$ cat src/rtl/display_pkg.sv
// rtl/display_pkg.sv - shared digit codes and polarities for the display front end
//
// Purpose: constants shared by the display-path blocks (formatters, selector, scanner).
//   DIGIT_BLANK   digit code the segment driver renders as all segments off
//   DIGIT_DASH    digit code the segment driver renders as a single dash
//   POINT_OFF     point-mask bit value that turns a decimal point off
//   press_latch_e edge latch for a level button (armed / waiting for release)

package display_pkg;

    localparam logic [3:0] DIGIT_BLANK = 4'hF;
    localparam logic [3:0] DIGIT_DASH  = 4'hA;
    localparam logic       POINT_OFF   = 1'b1;

    typedef enum logic {
        LATCH_RELEASED = 1'b0,
        LATCH_PRESSED  = 1'b1
    } press_latch_e;

endpackage

$ cat src/rtl/page_advance_search.sv
// rtl/page_advance_search.sv - find the next valid page after a given page, with wrap
//
// Purpose: combinational search upward from page_idx+1, wrapping NUM_PAGES-1 -> 0,
//   stopping before page_idx itself.
// Ports:
//   page_valid  in   NUM_PAGES  bit p = page p selectable
//   page_idx    in   PW         search start (excluded from the search)
//   next_idx    out  PW         nearest valid page after page_idx, else page_idx
//   found       out  1          1 = some page other than page_idx is valid

module page_advance_search #(
    parameter int NUM_PAGES = 4,
    parameter int PW        = $clog2(NUM_PAGES)
) (
    input  logic [NUM_PAGES-1:0] page_valid,
    input  logic [PW-1:0]        page_idx,
    output logic [PW-1:0]        next_idx,
    output logic                 found
);

    // Walk offsets from farthest to nearest so the nearest valid page wins.
    always_comb begin
        int cand;
        next_idx = page_idx;
        found    = 1'b0;
        cand     = 0;
        for (int k = NUM_PAGES - 1; k >= 1; k--) begin
            cand = int'(page_idx) + k;
            if (cand >= NUM_PAGES) begin
                cand = cand - NUM_PAGES;
            end
            if (page_valid[cand]) begin
                next_idx = PW'(cand);
                found    = 1'b1;
            end
        end
    end

endmodule

$ cat src/rtl/display_page_selector.sv
// rtl/display_page_selector.sv - page selector for the 8-digit seven-segment front end
//
// Purpose: holds NUM_PAGES pre-formatted digit pages and drives the selected one to the
//   segment scanner. Enter steps to the next valid page; optional auto-rotate dwell.
// Ports:
//   clk           in   1                        system clock
//   reset         in   1                        asynchronous, active-high
//   active        in   1                        display granted to this block
//   enter_button  in   1                        debounced level, 1 = pressed
//   auto_en       in   1                        auto-rotate every DWELL_CYCLES
//   page_valid    in   NUM_PAGES                bit p = page p selectable
//   page_digits   in   NUM_PAGES*NUM_DIGITS*4   page p digit d at [(p*NUM_DIGITS+d)*4 +: 4]
//   page_point    in   NUM_PAGES*NUM_DIGITS     page p point mask at [p*NUM_DIGITS +: NUM_DIGITS]
//   led_number    out  NUM_DIGITS*4             digit d at [d*4 +: 4], digit 0 rightmost
//   point         out  NUM_DIGITS               point mask of shown page (1 = off)
//   which_shine   out  NUM_DIGITS               always 0
//   is_shine      out  1                        always 0
//   page_idx      out  PW                       index of page currently shown

module display_page_selector
    import display_pkg::*;
#(
    parameter int NUM_DIGITS   = 8,
    parameter int NUM_PAGES    = 4,
    parameter int DWELL_CYCLES = 50000000,
    localparam int PW          = $clog2(NUM_PAGES)
) (
    input  logic                              clk,
    input  logic                              reset,
    input  logic                              active,
    input  logic                              enter_button,
    input  logic                              auto_en,
    input  logic [NUM_PAGES-1:0]              page_valid,
    input  logic [NUM_PAGES*NUM_DIGITS*4-1:0] page_digits,
    input  logic [NUM_PAGES*NUM_DIGITS-1:0]   page_point,
    output logic [NUM_DIGITS*4-1:0]           led_number,
    output logic [NUM_DIGITS-1:0]             point,
    output logic [NUM_DIGITS-1:0]             which_shine,
    output logic                              is_shine,
    output logic [PW-1:0]                     page_idx
);

    localparam int              DWW        = $clog2(DWELL_CYCLES);
    localparam logic [DWW-1:0]  DWELL_LAST = DWW'(DWELL_CYCLES - 1);
    localparam logic [PW-1:0]   LAST_PAGE  = PW'(NUM_PAGES - 1);

    press_latch_e              latch;
    logic                      active_q;
    logic [DWW-1:0]            dwell;

    logic [PW-1:0]             adv_idx;
    logic                      adv_found;
    logic [PW-1:0]             wrap_idx;
    logic                      wrap_found;
    logic [PW-1:0]             step_idx;
    logic [PW-1:0]             entry_idx;

    logic                      press_now;
    logic                      dwell_expired;
    logic                      shown_invalid;
    logic                      do_advance;

    logic [NUM_DIGITS*4-1:0]   led_next;
    logic [NUM_DIGITS-1:0]     point_next;

    assign which_shine = '0;
    assign is_shine    = 1'b0;

    page_advance_search #(
        .NUM_PAGES (NUM_PAGES),
        .PW        (PW)
    ) u_adv_search (
        .page_valid (page_valid),
        .page_idx   (page_idx),
        .next_idx   (adv_idx),
        .found      (adv_found)
    );

    // Searching "after the last page" scans 0..NUM_PAGES-2; the last page itself is
    // picked up separately, giving the first valid page counting from 0.
    page_advance_search #(
        .NUM_PAGES (NUM_PAGES),
        .PW        (PW)
    ) u_entry_search (
        .page_valid (page_valid),
        .page_idx   (LAST_PAGE),
        .next_idx   (wrap_idx),
        .found      (wrap_found)
    );

    always_comb begin
        step_idx  = adv_found ? adv_idx : page_idx;
        entry_idx = page_idx;
        if (wrap_found) begin
            entry_idx = wrap_idx;
        end else if (page_valid[NUM_PAGES-1]) begin
            entry_idx = LAST_PAGE;
        end
    end

    // Press, dwell expiry and a vanished page all collapse into one advance.
    always_comb begin
        press_now     = (latch == LATCH_RELEASED) && enter_button;
        dwell_expired = auto_en && (dwell == DWELL_LAST);
        shown_invalid = !page_valid[page_idx];
        do_advance    = active && active_q && (press_now || dwell_expired || shown_invalid);
    end

    always_comb begin
        led_next   = {NUM_DIGITS{DIGIT_BLANK}};
        point_next = {NUM_DIGITS{POINT_OFF}};
        if (|page_valid) begin
            led_next   = page_digits[int'(page_idx)*NUM_DIGITS*4 +: NUM_DIGITS*4];
            point_next = page_point[int'(page_idx)*NUM_DIGITS +: NUM_DIGITS];
        end
    end

    always_ff @(posedge clk or posedge reset) begin
        if (reset) begin
            page_idx   <= '0;
            latch      <= LATCH_RELEASED;
            dwell      <= '0;
            active_q   <= 1'b0;
            led_number <= {NUM_DIGITS{DIGIT_BLANK}};
            point      <= {NUM_DIGITS{POINT_OFF}};
        end else begin
            active_q   <= active;
            led_number <= led_next;
            point      <= point_next;
            if (active && !active_q) begin
                // Entry: start from the first valid page; a button already held
                // when the display is granted must be released before it counts.
                page_idx <= entry_idx;
                latch    <= LATCH_PRESSED;
                dwell    <= '0;
            end else if (active) begin
                if (do_advance) begin
                    page_idx <= step_idx;
                    dwell    <= '0;
                end else if (auto_en) begin
                    dwell <= dwell + 1'b1;
                end else begin
                    dwell <= '0;
                end
                latch <= enter_button ? LATCH_PRESSED : LATCH_RELEASED;
            end else begin
                dwell <= '0;
            end
        end
    end

endmodule
$ cat config.mk
export PLATFORM = sky130hd
export DESIGN_NAME = display_page_selector
export DESIGN_NICKNAME = d
export VERILOG_FILES = /design/src/rtl/display_pkg.sv /design/src/rtl/page_advance_search.sv /design/src/rtl/display_page_selector.sv
export SDC_FILE = /design/constraint.sdc
export NUM_CORES = 1
export LEC_CHECK = 0
export CAP_MARGIN = 25
export CORE_MARGIN = 8
export CORE_UTILIZATION = 39
export CTS_CLUSTER_DIAMETER = 50
export CTS_CLUSTER_SIZE = 12
export DETAILED_ROUTE_END_ITERATION = 6
export GPL_TIMING_DRIVEN = 0
export PLACE_DENSITY = 0.88
export SLEW_MARGIN = 5
export SYNTH_ARGS = -nofsm -noshare
export SYNTH_HDL_FRONTEND = slang
export SYNTH_SLANG_ARGS = --single-unit
export TNS_END_PERCENT = 20
$ cat constraint.sdc
create_clock -name clk -period 2.35 [get_ports clk]
set_input_delay 0.47 -clock clk [delete_from_list [all_inputs] [get_ports clk]]
set_output_delay 0.47 -clock clk [all_outputs]
set_load 0.005 [all_outputs]
==> results by group <==
Run status
  – Status: complete, no violations

GRT
  – First-pass GRT wire length: 20600 um
  – Initial antenna violation count: 0
  – Overflow after GRT: 0
  – Pin count of the biggest net entering global routing: 71
  – Number of global-route vias before repair: about 4000
  – GRT Overall Usage: 20.1%

Synth
  – Yosys top cell by area: dfstp_2
  – Flops & latches, synth: 70
  – Synth top area share: 26.6%
  – Cells after synthesis: ~320
  – Dominant cells by area after synthesis: dfstp_2, mux4_2, dfrtp_1, or2_2, xor2_1
  – Cell area after synthesis: 3960 um^2
  – Sequential fraction of the synthesis area: between 40% and 50%
  – Post-synth cell types: 41
  – Syn_area_per_cell: 12.4 um^2
  – Synth warn: 0

Clock network
  – Worst-case clock buffer depth: 2
  – Clock slew at reported path FFs: 0.07 ns
  – # Post-CTS Setup Buffers: 0
  – Cts-stage hold buffer count: 0
  – Skew-Pair Late Insertion Delay: 0.34 ns
  – CTS Sinks: 70
  – CTS Buf Count: 9
  – Clock Root Buffer: clkbuf_8
  – CTS H-tree depth: 3
  – PostCTS Resize Cnt: 0
  – TritonCTS clock tree: done

Finish
  – Reg area: 1800 um^2
  – Layout fillers: 786
  – Post-route cell area: 6470 um^2
  – Fin util: 65.9%
  – Final Net Count: between 700 and 800
  – Most frequent cells in the layout: clkdlybuf4s50_1, mux4_2, dfstp_2
  – Footprint of the multi-input gates: 2010 um^2
  – Layout cells sized above 1: 28.2%
  – Diode count: 0
  – Synth-to-layout area growth: 63.6%
  – Most common cell after layout, fill and taps aside: clkdlybuf4s50_1

Critical path
  – Critical path class: reg2reg
  – CP cell instances: buf_2 > clkbuf_1 > clkbuf_1 > mux4_2 > or2_2
  – CP max FO: 10
  – CP startpoint kind: register
  – Delay-heaviest family, CP: buffers and inverters
  – Buffers & Inverters on Critical Path: 3
  – Crit. End Element: register
  – Max stage delay on crit path: 0.46 ns
  – Crit-path most repeated cell: clkbuf_1
  – Crit path DAT: ~2.4 ns
  – Slowest CP cell: clkbuf_1
  – Crit path required time: 2.61 ns

Floorplan
  – Die area: about 14000 um^2
  – Core region area: 9820 um^2
  – Die Y: approximately 120 um
  – I/O pins: 220
  – # rows: 36
  – Initial core utilization: 40.3%
  – Die W: 117 um

Min path
  – Hold WC Path Type: reg2reg

Drt
  – Starting DRT DRC Count: 102
  – Routed len/inst: 19.0 um
  – Pre-Repair DR Iteration Count: 4
  – Routed vias: 3461
  – DRC violation count after routing: 0
  – Antenna viol nets, final: 0
  – Via density: 5.05
  – Total Routed Length: 13000 um

Timing
  – Final period utilization: 91.8%
  – Post-layout minimum cycle time: around 2.2 ns
  – Final setup violation count: 0
  – Max Fclk: 0.464 GHz
  – Hold slack: 0.493 ns
  – RSZ-0062 raised after global routing: no
  – Max Slew Vio Count: 0
  – Final hold vios: 0
  – Setup tns final: 0 ns
  – Relative slew slack: 43.8%
  – Worst-Margin Slew: 0.842 ns
  – Setup ws final: 0.194 ns
  – Max Clock Skew: just over 0.009 ns

Placed design
  – DP Area: roughly 6300 um^2
  – Place WS: -0.102 ns
  – GP Congestion: 0.866
  – Detailed placement HPWL: approximately 11000 um
  – Port Buf Inserts: 210

Power
  – Clk pwr share: 17.0%
  – Internal power: 0.00420 W
  – Max VDD drop: 0.000518 V
  – Pleak: roughly 2.5 nW
  – Register share of total power: 33.5%
  – Power Dens Cells: 892 nW/um^2
  – Proportion of power drawn by combinational gates: 49.5%
  – Sw Ratio: 27.1%
  – Switching Power: 0.00156 W

Flow run
  – MaxCap Viol Count: 0
==> registers in the layout, summed over array words and instances (netlist names) <==
name and cells:
dwell 26, latch 1, page_idx 2, point 8
led_number 32, active_q 1
==> synthesized netlist by cell type <==
library cell and count:
a211o_1 1, a211oi_1 1, a21oi_1 1, a22oi_1 1, a31oi_1 2, and2_1 2, and3_1 5, and4_1 1
buf_1 1, buf_2 8, buf_4 9, clkbuf_1 9, conb_1 1, dfrtp_1 30, dfstp_2 40, ha_1 1
inv_1 7, mux2_4 2, mux2i_1 1, mux4_2 41, nand2_1 12, nand2b_1 2, nand3_1 11, nand4_1 10
nor2_1 34, nor2b_1 1, nor3_1 4, nor3_2 1, nor4_1 3, nor4b_1 2, nor4bb_1 1, o21ai_0 3
o22a_1 2, o22ai_1 1, o31ai_1 1, o32ai_1 1, or2_1 4, or2_2 36, or4_1 1, xnor2_1 8
xor2_1 16
==> cell type report <==
cell class,instances,share of cell area (%)
clock inverters,4,0.696
flip-flops and latches,70,27.9
well taps,133,2.57
inverters,7,0.445
repair buffers,211,32.6
clock buffers,12,2.40
multi-input cells,222,31.1
plain buffers,27,2.28
==> routing by layer <==
layer / global-route usage (%) / part of all wire [%] / vias to the layer above
met4: 7.68 / 1.5 / 0
met1: 20.1 / 33 / 1714
met3: 7.81 / 9.6 / 16
li1: - / - / 1589
met2: 36.7 / 56 / 142
met5: 0 / 0 / -
==> cells by family after synthesis <==
group / count (synthesis) / synth area share, %
AND/OR/NAND/NOR: 130 / 17.6
flip-flops: 70 / 45.6
multiplexers: 44 / 24.4
buffers and inverters: 34 / 4.33
XOR/XNOR: 24 / 5.31
AO/OA/AOI/OAI: 14 / 2.44
adder cells (fa/ha/maj): 1 / 0.316
other: 1 / 0.0948
==> stage by stage <==
stage                     power, W  std cells
after floorplan            0.00348        326
after global placement     0.00479        669
after detailed placement   0.00485        670
after CTS                  0.00586        686
after global routing       0.00611        686
final                      0.00577        686
==> path summary, 6_finish.rpt <==
check | start | end | slack (ns) | depth (start not counted)
min in group asynchronous | reset | dwell[11] | 0.65 | 2
max in group asynchronous | reset | dwell[3] | 1.15 | 2
max reg2reg | page_idx[1] | led_number[4] | 0.19 | 5
min reg2reg | dwell[0] | dwell[0] | 0.49 | 1
max | page_idx[1] | led_number[4] | 0.19 | 5
min | dwell[0] | dwell[0] | 0.49 | 1
==> power by group through the flow <==
| stage | sequential (W) | clock (W) | combinational [W] |
|---|---|---|---|
| 5_1_grt | 0.00197 | 0.00107 | 0.00307 |
| 4_1_cts | 0.00194 | 0.00101 | 0.00291 |
| 2_1_floorplan | 0.00200 | 0 | 0.00147 |
| 3_3_place_gp | 0.00195 | 0 | 0.00284 |
| 3_5_place_dp | 0.00196 | 0 | 0.00290 |
| 6_report | 0.00193 | 0.000981 | 0.00285 |
Note: power is estimated with default switching activity, not from simulation.
